$ cat src/rtl/systolic_tile_scheduler.sv
// Sequences one systolic tile: weight load, input feed, pipeline flush, output drain.
// Start pulses and base addresses are registered together; a stuck generator aborts the tile via timeout.
module systolic_tile_scheduler #(
    parameter int ADDR_WIDTH   = 8,
    parameter int WIDTH_HEIGHT = 16,
    parameter int FLUSH_CYCLES = 31,
    parameter int TIMEOUT      = 1023,
    localparam int CW          = $clog2(WIDTH_HEIGHT)
) (
    input  logic                  clk,
    input  logic                  reset,
    input  logic                  cmd_valid,
    output logic                  cmd_ready,
    input  logic [ADDR_WIDTH-1:0] cmd_w_base,
    input  logic [ADDR_WIDTH-1:0] cmd_x_base,
    input  logic [ADDR_WIDTH-1:0] cmd_y_base,
    input  logic [CW-1:0]         cmd_num_row,
    input  logic [CW-1:0]         cmd_num_col,
    output logic                  w_active,
    output logic                  x_active,
    output logic                  y_active,
    input  logic                  w_done,
    input  logic                  x_done,
    input  logic                  y_done,
    output logic [ADDR_WIDTH-1:0] gen_base,
    output logic [CW-1:0]         gen_num_row,
    output logic [CW-1:0]         gen_num_col,
    output logic                  busy,
    output logic [2:0]            phase,
    output logic                  tile_done,
    output logic                  err
);

    typedef enum logic [2:0] {
        IDLE    = 3'd0,
        LOAD_W  = 3'd1,
        FEED_X  = 3'd2,
        FLUSH   = 3'd3,
        DRAIN_Y = 3'd4,
        FINISH  = 3'd5
    } state_t;

    localparam logic [9:0] TIMEOUT_W    = 10'(TIMEOUT);
    localparam logic [7:0] FLUSH_LOAD   = 8'(FLUSH_CYCLES - 1);

    state_t                state;
    state_t                state_nxt;
    logic                  first_q;
    logic [9:0]            wait_cnt;
    logic [7:0]            flush_cnt;
    logic [ADDR_WIDTH-1:0] w_base_q;
    logic [ADDR_WIDTH-1:0] x_base_q;
    logic [ADDR_WIDTH-1:0] y_base_q;
    logic [CW-1:0]         num_row_q;
    logic [CW-1:0]         num_col_q;
    logic [ADDR_WIDTH-1:0] gen_base_q;
    logic [ADDR_WIDTH-1:0] gen_base_nxt;
    logic                  err_q;

    logic accept;
    logic wait_state;
    logic done_sel;
    logic done_hit;
    logic timeout_hit;
    logic entering;

    assign accept     = cmd_valid && (state == IDLE);
    assign wait_state = (state == LOAD_W) || (state == FEED_X) || (state == DRAIN_Y);
    assign entering   = (state_nxt != state);

    always_comb begin
        done_sel = 1'b0;
        case (state)
            LOAD_W:  done_sel = w_done;
            FEED_X:  done_sel = x_done;
            DRAIN_Y: done_sel = y_done;
            default: done_sel = 1'b0;
        endcase
    end

    // The generator's done level is stale during its start cycle, so only later cycles count.
    assign done_hit    = done_sel && !first_q;
    assign timeout_hit = wait_state && !done_hit && (wait_cnt == TIMEOUT_W);

    always_ff @(posedge clk) begin
        if (reset) begin
            state <= IDLE;
        end else begin
            state <= state_nxt;
        end
    end

    always_comb begin
        state_nxt = state;
        case (state)
            IDLE: begin
                if (accept) state_nxt = LOAD_W;
            end
            LOAD_W: begin
                if (done_hit)         state_nxt = FEED_X;
                else if (timeout_hit) state_nxt = IDLE;
            end
            FEED_X: begin
                if (done_hit)         state_nxt = FLUSH;
                else if (timeout_hit) state_nxt = IDLE;
            end
            FLUSH: begin
                if (flush_cnt == 8'd0) state_nxt = DRAIN_Y;
            end
            DRAIN_Y: begin
                if (done_hit)         state_nxt = FINISH;
                else if (timeout_hit) state_nxt = IDLE;
            end
            FINISH:  state_nxt = IDLE;
            default: state_nxt = IDLE;
        endcase
    end

    always_comb begin
        cmd_ready = 1'b0;
        busy      = 1'b1;
        tile_done = 1'b0;
        w_active  = 1'b0;
        x_active  = 1'b0;
        y_active  = 1'b0;
        case (state)
            IDLE: begin
                cmd_ready = 1'b1;
                busy      = 1'b0;
            end
            LOAD_W:  w_active  = first_q;
            FEED_X:  x_active  = first_q;
            DRAIN_Y: y_active  = first_q;
            FINISH:  tile_done = 1'b1;
            default: ;
        endcase
    end

    // Base address tracks the state being entered so it lines up with the start pulse.
    always_comb begin
        gen_base_nxt = '0;
        case (state_nxt)
            LOAD_W:  gen_base_nxt = accept ? cmd_w_base : w_base_q;
            FEED_X:  gen_base_nxt = x_base_q;
            DRAIN_Y: gen_base_nxt = y_base_q;
            default: gen_base_nxt = '0;
        endcase
    end

    always_ff @(posedge clk) begin
        if (reset) begin
            first_q    <= 1'b0;
            wait_cnt   <= '0;
            flush_cnt  <= '0;
            gen_base_q <= '0;
            err_q      <= 1'b0;
        end else begin
            first_q    <= entering && ((state_nxt == LOAD_W) || (state_nxt == FEED_X) ||
                                       (state_nxt == DRAIN_Y));
            gen_base_q <= gen_base_nxt;

            if (entering) begin
                wait_cnt <= '0;
            end else if (wait_state && (wait_cnt != 10'h3FF)) begin
                wait_cnt <= wait_cnt + 10'd1;
            end

            if ((state_nxt == FLUSH) && (state != FLUSH)) begin
                flush_cnt <= FLUSH_LOAD;
            end else if ((state == FLUSH) && (flush_cnt != 8'd0)) begin
                flush_cnt <= flush_cnt - 8'd1;
            end

            if (accept) begin
                err_q <= 1'b0;
            end else if (timeout_hit) begin
                err_q <= 1'b1;
            end
        end
    end

    always_ff @(posedge clk) begin
        if (reset) begin
            w_base_q  <= '0;
            x_base_q  <= '0;
            y_base_q  <= '0;
            num_row_q <= '0;
            num_col_q <= '0;
        end else if (accept) begin
            w_base_q  <= cmd_w_base;
            x_base_q  <= cmd_x_base;
            y_base_q  <= cmd_y_base;
            num_row_q <= cmd_num_row;
            num_col_q <= cmd_num_col;
        end
    end

    assign gen_base    = gen_base_q;
    assign gen_num_row = num_row_q;
    assign gen_num_col = num_col_q;
    assign phase       = state;
    assign err         = err_q;

endmodule

$ cat config.mk
export PLATFORM = sky130hd
export DESIGN_NAME = systolic_tile_scheduler
export DESIGN_NICKNAME = d
export VERILOG_FILES = /design/src/rtl/systolic_tile_scheduler.sv
export SDC_FILE = /design/constraint.sdc
export NUM_CORES = 1
export LEC_CHECK = 0
export CAP_MARGIN = 20
export CORE_MARGIN = 2
export CORE_UTILIZATION = 50
export CTS_BUF_LIST = sky130_fd_sc_hd__clkbuf_16
export DETAILED_ROUTE_END_ITERATION = 6
export GPL_ROUTABILITY_DRIVEN = 0
export PLACE_DENSITY = 0.79
export SLEW_MARGIN = 15
export SYNTH_ARGS = -nofsm -noshare
export SYNTH_HDL_FRONTEND = slang
export SYNTH_SLANG_ARGS = --single-unit
$ cat constraint.sdc
create_clock -name clk -period 3 [get_ports clk]
set_clock_uncertainty 0.15 [all_clocks]
set_input_delay 0.6 -clock clk [delete_from_list [all_inputs] [get_ports clk]]
set_output_delay 0.6 -clock clk [all_outputs]
set_load 0.05 [all_outputs]
==> results.toml <==
[outcome]
status = "finished, final reports clean"

[floorplanning]
ioPinCount = 64
core_mm2 = 0.00554
start_util = 0.521
num_rows = 27
fp.dieW_um = 80.0
die-height_um = 80.0
die-area_mm2 = 0.00640

[logic_synthesis]
synth_area_mm2 = 0.00289
syn_inst = 324
ys.flop_type = "dfxtp_1"
syn_area_per_cell_um2 = 8.91
yosysUniqueCellTypes = 55
synth_edf_count = 0
synthesis.nets = 365
yosysSeqAreaShare = 0.437
yosys_warnings = 0
ys_ff_latch = 63
async_reset_ff_frac = 0

[routing]
wl_met3_um = 405
vias = 2515
route.met2.wl_mm = 3.22
drt-total-wl_mm = 6.76
wire_per_inst_um = 14.6
top_layer = "met4"
drt-pass1-iter-count = 4
drc = 0
drtAntennaViolNets = 0
met1Wirelength_mm = 2.99
drt_iter0_drc = 121
viasPerCell = 5.44

[cts]
htree_levels = 3
clk_pin_slew_ps = 60
cts_tree = "done"
numCtsBuffers = 9
postCtsHoldBufs = 0
postCtsSetupBuffers = 0
clockRootBuffer = "clkbuf_16"
cts.path.max_buffers = 2
cts_resized = 0
worstSkewPairLatency_ps = 330
cts.sinks = 63

[setup_path]
critPathRequiredTime_ps = 3120
reg2reg_depth = 6
crit_fanout = 9
cp.arrival_ps = 3030
timing.reg2reg.setup_slack_ps = 180
end_kind = "flip-flop"
crit_start = "y_done"
path_class = "in2reg"
endpoint = "gen_base[5]$_SDFF_PP0_"
start_kind = "input port"
rr_startpoint = "phase[1]$_SDFF_PP0_"
reg2reg_to = "gen_base[5]$_SDFF_PP0_"

[final_layout]
area_growth_pct = 34.7
multiInputGateArea_mm2 = 0.00148
layout_common_cells = "74 x nand2_1, 63 x dfxtp_1, 60 x clkdlybuf4s50_1, 38 x a21oi_1, 13 x xor2_1"
diodes = 0
postLayoutCellArea_mm2 = 0.00389
fillCellCount = 433
layout-drive-gt1-share = 0.133
final_common_cell = "nand2_1"
nets = 426
seq_area_mm2 = 0.00126

[timing]
rsz0062_at_grt = "false"
finalWorstSetupSlack_ps = 90.0
max_slew.worst_pin.slew_ps = 1110
hold_viol = 0
max_slew_margin = 0.255
period_share = 0.970
period_minus_slack_ps = 2910
setup_viol = 0
max_freq_ghz = 0.344
slew_viol_final = 0

[power_and_ir_drop]
p_leak_nw = 1.42
vdd_drop_max_v = 0.000341
power.density_mw_per_mm2 = 619
total_power_mw = 2.41

[placement]
placed_area_mm2 = 0.00356
hpwl_mm = 4.53
port_buffers = 63
pre_cts_slack_ps = -93.4

[global_routing]
grt_pass1_vias = 2472
grt_overflow = 0
grt_start_max_net_pins = 39
grt_pass1_wl_mm = 11.1
antenna_found_initial = 0
grtUsageTotal = 0.226

[job]
maxCapViolCount = 0

[min_path]
hold_path_class = "reg2reg"
[how the worst min path moves through the flow]
stage | start | cells past startpoint | slack, ps | endpoint
floorplan | w_base_q[0]$_SDFF_PP0_ | 2 | 280 | w_base_q[0]$_SDFF_PP0_
global placement | gen_num_col[0]$_SDFFE_PP0P_ | 2 | 290 | gen_num_col[0]$_SDFFE_PP0P_
detailed placement | gen_num_col[0]$_SDFFE_PP0P_ | 2 | 300 | gen_num_col[0]$_SDFFE_PP0P_
CTS | gen_num_col[0]$_SDFFE_PP0P_ | 2 | 300 | gen_num_col[0]$_SDFFE_PP0P_
global route | gen_num_col[0]$_SDFFE_PP0P_ | 2 | 330 | gen_num_col[0]$_SDFFE_PP0P_
finish | gen_num_col[0]$_SDFFE_PP0P_ | 2 | 300 | gen_num_col[0]$_SDFFE_PP0P_
[registers in the layout, summed over array words and instances (netlist names)]
register,flops
flush_cnt,8
gen_num_row,4
gen_base,8
gen_num_col,4
y_base_q,8
wait_cnt,10
err,1
w_base_q,8
first_q,1
phase,3
x_base_q,8
[through the flow]
step                      std cells  setup TNS, ps  utilization  hold WS [ps]
final                           462              0        0.702           302
after global routing            462              0        0.702           330
after CTS                       462              0        0.701           303
after detailed placement        446           -686        0.643           296
after global placement          446              0        0.643           291
after floorplan                 324              0            -           284
[power by group]
group / internal, mW / switching (mW) / total [mW] / leakage [nW]
Clock: 0.727 / 0.376 / 1.10 / 0.150
Combinational: 0.160 / 0.228 / 0.388 / 0.757
Sequential: 0.882 / 0.0325 / 0.915 / 0.514
[worst max-delay path: stages]
cell and delay (ps):
clkdlybuf4s50_1 460, and4bb_1 230, a211oi_2 290, nor3_2 130, o31ai_1 930, and2_1 270, a221o_1 110
[layer usage]
layer	up-vias	global-route usage
met4	0	0.117
met3	11	0.0600
met5	-	0
li1	1254	-
met2	73	0.363
met1	1177	0.278
[Yosys cell counts (all sizes together), types with 3 or more instances]
cell type  count  area, um^2
and4           3        28.8
ha             3        37.5
clkbuf        12        45.0
dfxtp         63        1260
xor2          13         114
nand3          4        20.0
nand2         74         278
nor4          11         140
nor2           8        30.0
nor3b          3        27.5
o21ai          4        20.0
nor3          11        65.1
a221o          8        80.1
and2          10        62.6
xnor2          4        35.0
a21oi         40         208
inv            5        18.8
nand4          3        18.8
or3            3        28.8
buf           11        78.8
o31ai          4        48.8
[cell type report]
class	instances	share of cell area
clock buffers	9	0.0579
clock inverters	7	0.0248
inverters	5	0.00483
multi-input cells	233	0.382
flip-flops and latches	63	0.324
well taps	72	0.0232
repair buffers	73	0.183
[logic make-up (layout without fill, tap and decap cells)]
| logic type | count (synthesis) | after routing | share of synthesized area |
|---|---|---|---|
| fa+ha+maj | 3 | 3 | 0.0130 |
| xor+xnor | 17 | 17 | 0.0516 |
| flops | 63 | 63 | 0.437 |
| buf+inv | 28 | 94 | 0.0494 |
| mux | 2 | 2 | 0.00693 |
| simple gates | 144 | 144 | 0.279 |
| compound gates | 67 | 67 | 0.163 |
Note: power is estimated with default switching activity, not from simulation.
